## src/rtl/vga_sync_gen.sv

```systemverilog
// vga_sync_gen: pixel-rate divider, h/v timing counters and registered sync/colour output stage.
module vga_sync_gen #(
  parameter int H_DISPLAY = 640,
  parameter int H_FRONT   = 16,
  parameter int H_SYNC    = 96,
  parameter int H_BACK    = 48,
  parameter int V_DISPLAY = 480,
  parameter int V_FRONT   = 10,
  parameter int V_SYNC    = 2,
  parameter int V_BACK    = 33,
  parameter int CLK_DIV   = 4
) (
  input  logic        clk,
  input  logic        reset,
  input  logic [11:0] graph_rgb,
  output logic [9:0]  hcount,
  output logic [9:0]  vcount,
  output logic        video_on,
  output logic        p_tick,
  output logic        frame_tick,
  output logic        hsync,
  output logic        vsync,
  output logic [11:0] rgb
);
  localparam int DW = $clog2(CLK_DIV);
  localparam logic [DW-1:0] DIV_MAX = DW'(CLK_DIV - 1);
  localparam logic [9:0] H_MAX  = 10'(H_DISPLAY + H_FRONT + H_SYNC + H_BACK - 1);
  localparam logic [9:0] V_MAX  = 10'(V_DISPLAY + V_FRONT + V_SYNC + V_BACK - 1);
  localparam logic [9:0] H_VIS  = 10'(H_DISPLAY);
  localparam logic [9:0] V_VIS  = 10'(V_DISPLAY);
  localparam logic [9:0] HS_ON  = 10'(H_DISPLAY + H_FRONT);
  localparam logic [9:0] HS_OFF = 10'(H_DISPLAY + H_FRONT + H_SYNC);
  localparam logic [9:0] VS_ON  = 10'(V_DISPLAY + V_FRONT);
  localparam logic [9:0] VS_OFF = 10'(V_DISPLAY + V_FRONT + V_SYNC);
  logic [DW-1:0] div;
  logic h_end, v_end;
  always_comb begin
    p_tick     = div == DIV_MAX;
    h_end      = hcount == H_MAX;
    v_end      = vcount == V_MAX;
    video_on   = (hcount < H_VIS) && (vcount < V_VIS);
    frame_tick = p_tick && h_end && v_end;
  end
  // Output stage samples the pre-increment counters so sync and colour share one pixel of latency.
  always_ff @(posedge clk) begin
    if (reset) begin
      div    <= '0;
      hcount <= '0;
      vcount <= '0;
      hsync  <= 1'b1;
      vsync  <= 1'b1;
      rgb    <= '0;
    end else begin
      div <= p_tick ? '0 : div + DW'(1);
      if (p_tick) begin
        hcount <= h_end ? '0 : hcount + 10'd1;
        if (h_end) vcount <= v_end ? '0 : vcount + 10'd1;
        hsync <= ~((hcount >= HS_ON) && (hcount < HS_OFF));
        vsync <= ~((vcount >= VS_ON) && (vcount < VS_OFF));
        rgb   <= video_on ? graph_rgb : 12'h000;
      end
    end
  end
endmodule
```

## config.mk

```make
export PLATFORM = sky130hd
export DESIGN_NAME = vga_sync_gen
export DESIGN_NICKNAME = d
export VERILOG_FILES = /design/src/rtl/vga_sync_gen.sv
export SDC_FILE = /design/constraint.sdc
export NUM_CORES = 1
export LEC_CHECK = 0
export BUFFER_PORTS_ARGS = -buffer_cell sky130_fd_sc_hd__buf_2
export CAP_MARGIN = 20
export CORE_ASPECT_RATIO = 2
export CORE_UTILIZATION = 30
export DETAILED_ROUTE_END_ITERATION = 16
export HOLD_SLACK_MARGIN = 0.1
export PLACE_DENSITY = 0.62
export SYNTH_ARGS = -nofsm -noshare
export SYNTH_HDL_FRONTEND = slang
export SYNTH_SLANG_ARGS = --single-unit
```

## constraint.sdc

```tcl
create_clock -name clk -period 1.4 [get_ports clk]
set_clock_uncertainty 0.1 [all_clocks]
set_input_delay 0.07 -clock clk [delete_from_list [all_inputs] [get_ports clk]]
set_output_delay 0.07 -clock clk [all_outputs]
set_load 0.005 [all_outputs]
```

## Word level (Yosys, flattened, before mapping)

Cells that the tools add are included.
W data, S select, Z words.

- Input port bits: 14
- Output and inout port bits: 37
- Register bits after elaboration: 36

- Reductions and logical operators: 7
- Add/subtract/negate cells: 3
- Multiplexer cells: 3
- Bitwise gates (word level): 2
- Order comparisons: 6
- Equality and inequality tests: 3

Operator list:

| cell | number |
|---|---|
| $add A10 B1 Y10 const B | 2 |
| $eq A10 B10 Y1 const B | 2 |
| $lt A10 B10 Y1 const B | 2 |
| $lt A10 B9 Y1 const B | 2 |
| $mux W10 | 2 |
| $mux W12 | 1 |
| $ge A10 B10 Y1 const B | 1 |
| $ge A10 B9 Y1 const B | 1 |
| $logic_and A1 B1 Y1 | 5 |
| $add A2 B1 Y2 const B | 1 |
| $eq A2 B2 Y1 const B | 1 |
| $not A1 Y1 | 2 |
| $reduce_and A2 Y1 | 1 |
| $reduce_or A2 Y1 | 1 |

## Logic depth before layout (Yosys ltp)

- Depth in word-level cells: 3
- Gate-level depth with buffers: 6
- Depth with buffers taken out: 6

## Least setup slack after synthesis

Ideal clock, no wire load.

- Path kind: register -> register
- Start: register hcount[0]
- End: register vcount[4]
- Buffers on the path: 0
- Stages on the path, launching flop included: 6
- Arrival: 1.440 ns
- Period minus slack after synthesis: 1.610 ns
- Path slack: -0.210 ns
- Setup time: 0.070 ns
- Data required time: 1.230 ns
- Cells stage by stage: dfxtp_1 ha_1 and4b_1 nand3_4 or3_1 a21oi_1

- Cells in the longest elaborated chain, start to end: 2

RTL lines:

| item | RTL line | source |
|---|---|---|
| start, declared | 16 | `output logic [9:0] hcount,` |
| start signal, assigned | 56 | `hcount <= h_end ? '0 : hcount + 10'd1;` |
| $eq A10 B10 Y1 | 39 | `h_end = hcount == H_MAX;` |
| $reduce_and A2 Y1 (no source line) | - |  |
| end signal, assigned | 57 | `if (h_end) vcount <= v_end ? '0 : vcount + 10'd1;` |
| end, declared | 17 | `output logic [9:0] vcount,` |

Every way passes these cells.
A chain may end at the register's enable or synchronous reset.

## Worst setup path after layout

- Start: register hcount[1]
- End: register vcount[5]

Same word-level chain as after synthesis.

==> key figures <==
Global routing
  – Vias in the first global route: 1704
  – Total GRT Usage: approximately a fifth
  – First-pass GRT wire length: around 7.8 mm
  – Largest net degree at the start of global routing: 16
  – Total gr overflow: 0
  – Initial antenna violation count: 0

Cells and area
  – Layout cells sized above 1: 49.5%
  – Fin cells: 339
  – Final nets: 299
  – Area Growth Syn to Fin: 68.7%
  – Post-route cell area: between 0.002 and 0.003 mm²
  – ANT cells: 0

Setup path
  – Reg-to-reg endpoint: vcount[5]$_SDFFE_PP0P_
  – Arrival time at the worst endpoint: approximately 1700 ps
  – WS Path Type: reg2reg
  – CP Data Required Time: around 1500 ps
  – Setup slack on the worst flop-to-flop path: -240 ps
  – Reg2Reg Launch Point: hcount[1]$_SDFFE_PP0P_
  – Critical Path Sink Type: register
  – Largest fanout on the critical path: 15
  – Worst R2R Path Depth: 6
  – Startpoint types: register

Synth
  – Post-synth top cells: dfxtp_1 (36), nor2_1 (17), a22o_1 (12), nand3_1 (10), nand2_1 (9)
  – Post-synth EDFFs: 0
  – Syn Area/Cell: 9.23 µm²
  – Synthesized net count: 190
  – Netlist cell types: 34
  – Ys async rst share: 0%
  – Syn Inst Count: 171
  – Sequential fraction of the synthesis area: between 40 and 50%
  – Mapped Area: 0.00158 mm²
  – Most used standard cell by instance count after synthesis: dfxtp_1
  – Most common flop cell mapped by yosys: dfxtp_1
  – FF+latch count, synth: 36
  – Top-area cell type share of the netlist area: a little under half
  – Ranking of synthesized cells by area: dfxtp_1 (46%), a22o_1 (6.7%), nor2_1 (4.0%)
  – Area leader, netlist: dfxtp_1
  – Yosys warns: 0

Placement
  – Pre-CTS WS: -208 ps
  – Placed cell count: between 300 and 400
  – Area after DPL: 0.00217 mm²
  – GPL Wtd Cong: 0.777
  – # port buffers: 50
  – Detailed placer's ending HPWL: 3.19 mm

STA
  – Hold Slack: between 300 and 400 ps
  – Max_slew headroom: 82.4%
  – Tightest Pin Transition: 262 ps
  – RSZ-0062 raised after global routing: true
  – Final Hold Vio Count: 0
  – Final setup vio count: 33
  – Slew Viols, Final: 0
  – Max Clk Rate: 612 MHz
  – Final Cycle Share: 117%
  – Final worst path period need: 1640 ps
  – Final Worst Setup Slack: -235 ps

Drt
  – Drt pass-1 iters: 4
  – Via count: roughly 1.7k
  – Vias per inst: between 4 and 5
  – Number of DRC markers in iteration 0: 18
  – DRC Markers: 0
  – Avg WL per Cell: 14.2 µm
  – Drt total wl: 4.83 mm
  – Antenna Nets Post-Route: 0

Power and ir drop
  – Pint: about 0.0016 W
  – Clock power frac: 39.4%
  – Leak: roughly 1.2 nW
  – Worst VDD drop: 652 µV
  – Sequential share of power: between 50 and 60%
  – Switch Pwr: 0.000463 W
  – Switching Share: 22.4%
  – Comb pwr share: 9.4%
  – PD cells: 776 mW/mm²

Clocking
  – CTS tree: done
  – CTS root buf: clkbuf_8
  – TritonCTS buffer count: 5
  – Clock buffer depth: 2
  – Clk sinks: 36
  – Clk_lat worst skew: between 200 and 300 ps
  – CTS clk-pin slew, worst paths: 80 ps
  – H-tree levels: 2

Floorplanning
  – Die outline width: 53.3 µm
  – Number of placement rows: 37
  – Starting Density: 31.0%
  – Chip Height: 105 µm
  – I/O pin count: 51
  – Core box area: 0.00509 mm²
  – Die area: 0.00558 mm²

Worst hold path
  – Worst Hold Class: reg2reg
  – Hold depth: 1
  – Hold Crit Start: div[0]$_SDFF_PP0_
  – Hold path endpoint: div[0]$_SDFF_PP0_

Run status
  – Status: complete, but fails checks
  – Failing checks: setup timing

Flow run
  – Maxcap violations: 0
power groups by stage:
stage | registers (W) | clock network (W) | logic (W)
6_report | 0.00106 | 0.000814 | 0.000194
5_1_grt | 0.00106 | 0.000896 | 0.000209
4_1_cts | 0.00106 | 0.000833 | 0.000191
3_5_place_dp | 0.00109 | 0 | 0.000131
3_3_place_gp | 0.00109 | 0 | 0.000128
2_1_floorplan | 0.00109 | 0 | 0.0000624
routing by layer:
| metal | vias up | global-route usage, % | share of wire (%) |
|---|---|---|---|
| met4 | 0 | 7.89 | 1.6 |
| li1 | 832 | - | - |
| met2 | 35 | 33.8 | 58 |
| met5 | - | 0 | 0 |
| met3 | 7 | 3.49 | 2.7 |
| met1 | 801 | 19.7 | 38 |
registers in the layout, indices dropped and copies added (netlist names):
name / cells
vcount: 10
hcount: 10
vsync: 1
div: 2
rgb: 12
hsync: 1
critical path, stage by stage (launching register included):
cell	delay, ps
dfxtp_4	370
ha_4	130
and4b_1	250
nand3_4	100
buf_6	160
or3_1	300
a21oi_1	130
layout make-up:
class / count / area [µm²]
Clock buffer: 8 / 100
Tap cell: 58 / 72.6
Timing Repair Buffer: 108 / 763
Multi-Input combinational cell: 124 / 965
Inverter: 5 / 18.8
Fill cell: 508 / 2430
Sequential cell: 36 / 744
logic make-up after synthesis:
kind of cell | synth area share (%)
XOR/XNOR | 6.10
AO/OA/AOI/OAI | 13.4
AND/OR/NAND/NOR | 27.4
flip-flops | 45.6
buffers and inverters | 2.85
adder cells (fa/ha/maj) | 3.96
multiplexers | 0.634
stage by stage:
stage                     total power (W)  setup TNS, ps  utilization (%)
after floorplan                   0.00115           -307                -
after global placement            0.00121          -1780             42.7
after detailed placement          0.00122          -2470             42.7
after CTS                         0.00208          -3130             51.9
after global routing              0.00217          -5630             52.3
final                             0.00207          -3390             52.3
how the worst max path moves through the flow:
stage               slack (ps)  cells after the start                      to                    from
floorplan                  -50                      6  vcount[3]$_SDFFE_PP0P_  hcount[1]$_SDFFE_PP0P_
global placement          -140                      5  vcount[5]$_SDFFE_PP0P_       div[0]$_SDFF_PP0_
detailed placement        -210                      5  vcount[5]$_SDFFE_PP0P_  hcount[1]$_SDFFE_PP0P_
CTS                       -240                      7              frame_tick  vcount[1]$_SDFFE_PP0P_
global route              -310                      6  vcount[5]$_SDFFE_PP0P_       div[0]$_SDFF_PP0_
finish                    -240                      6  vcount[5]$_SDFFE_PP0P_  hcount[1]$_SDFFE_PP0P_
placed cells by master (no fill, tap or decap), drive strengths merged, types with 2 or more instances in the layout:
cell / count
and4: 2
and3: 2
nand2b: 4
a22o: 12
ha: 5
o21ai: 7
or3: 7
dlygate4sd3: 13
a31oi: 2
and2: 4
inv: 5
nand2: 9
nand4: 4
nor2: 17
nand3: 11
nor3: 8
buf: 95
xor2: 5
nor4: 2
clkbuf: 8
a21oi: 8
xnor2: 6
dfxtp: 36
what timing repair did:
| action | CTS | global route |
|---|---|---|
| endpoints found under the hold margin | 16 | 0 |
| buffers inserted | 9 | 1 |
| endpoints found under the setup margin | 32 | 35 |
| hold buffers | 13 | 0 |
| gates cloned | 2 | 0 |
| pin swaps | 14 | 10 |
| gates resized for setup | 46 | 6 |
No activity file was read; power rests on OpenSTA's default activity.
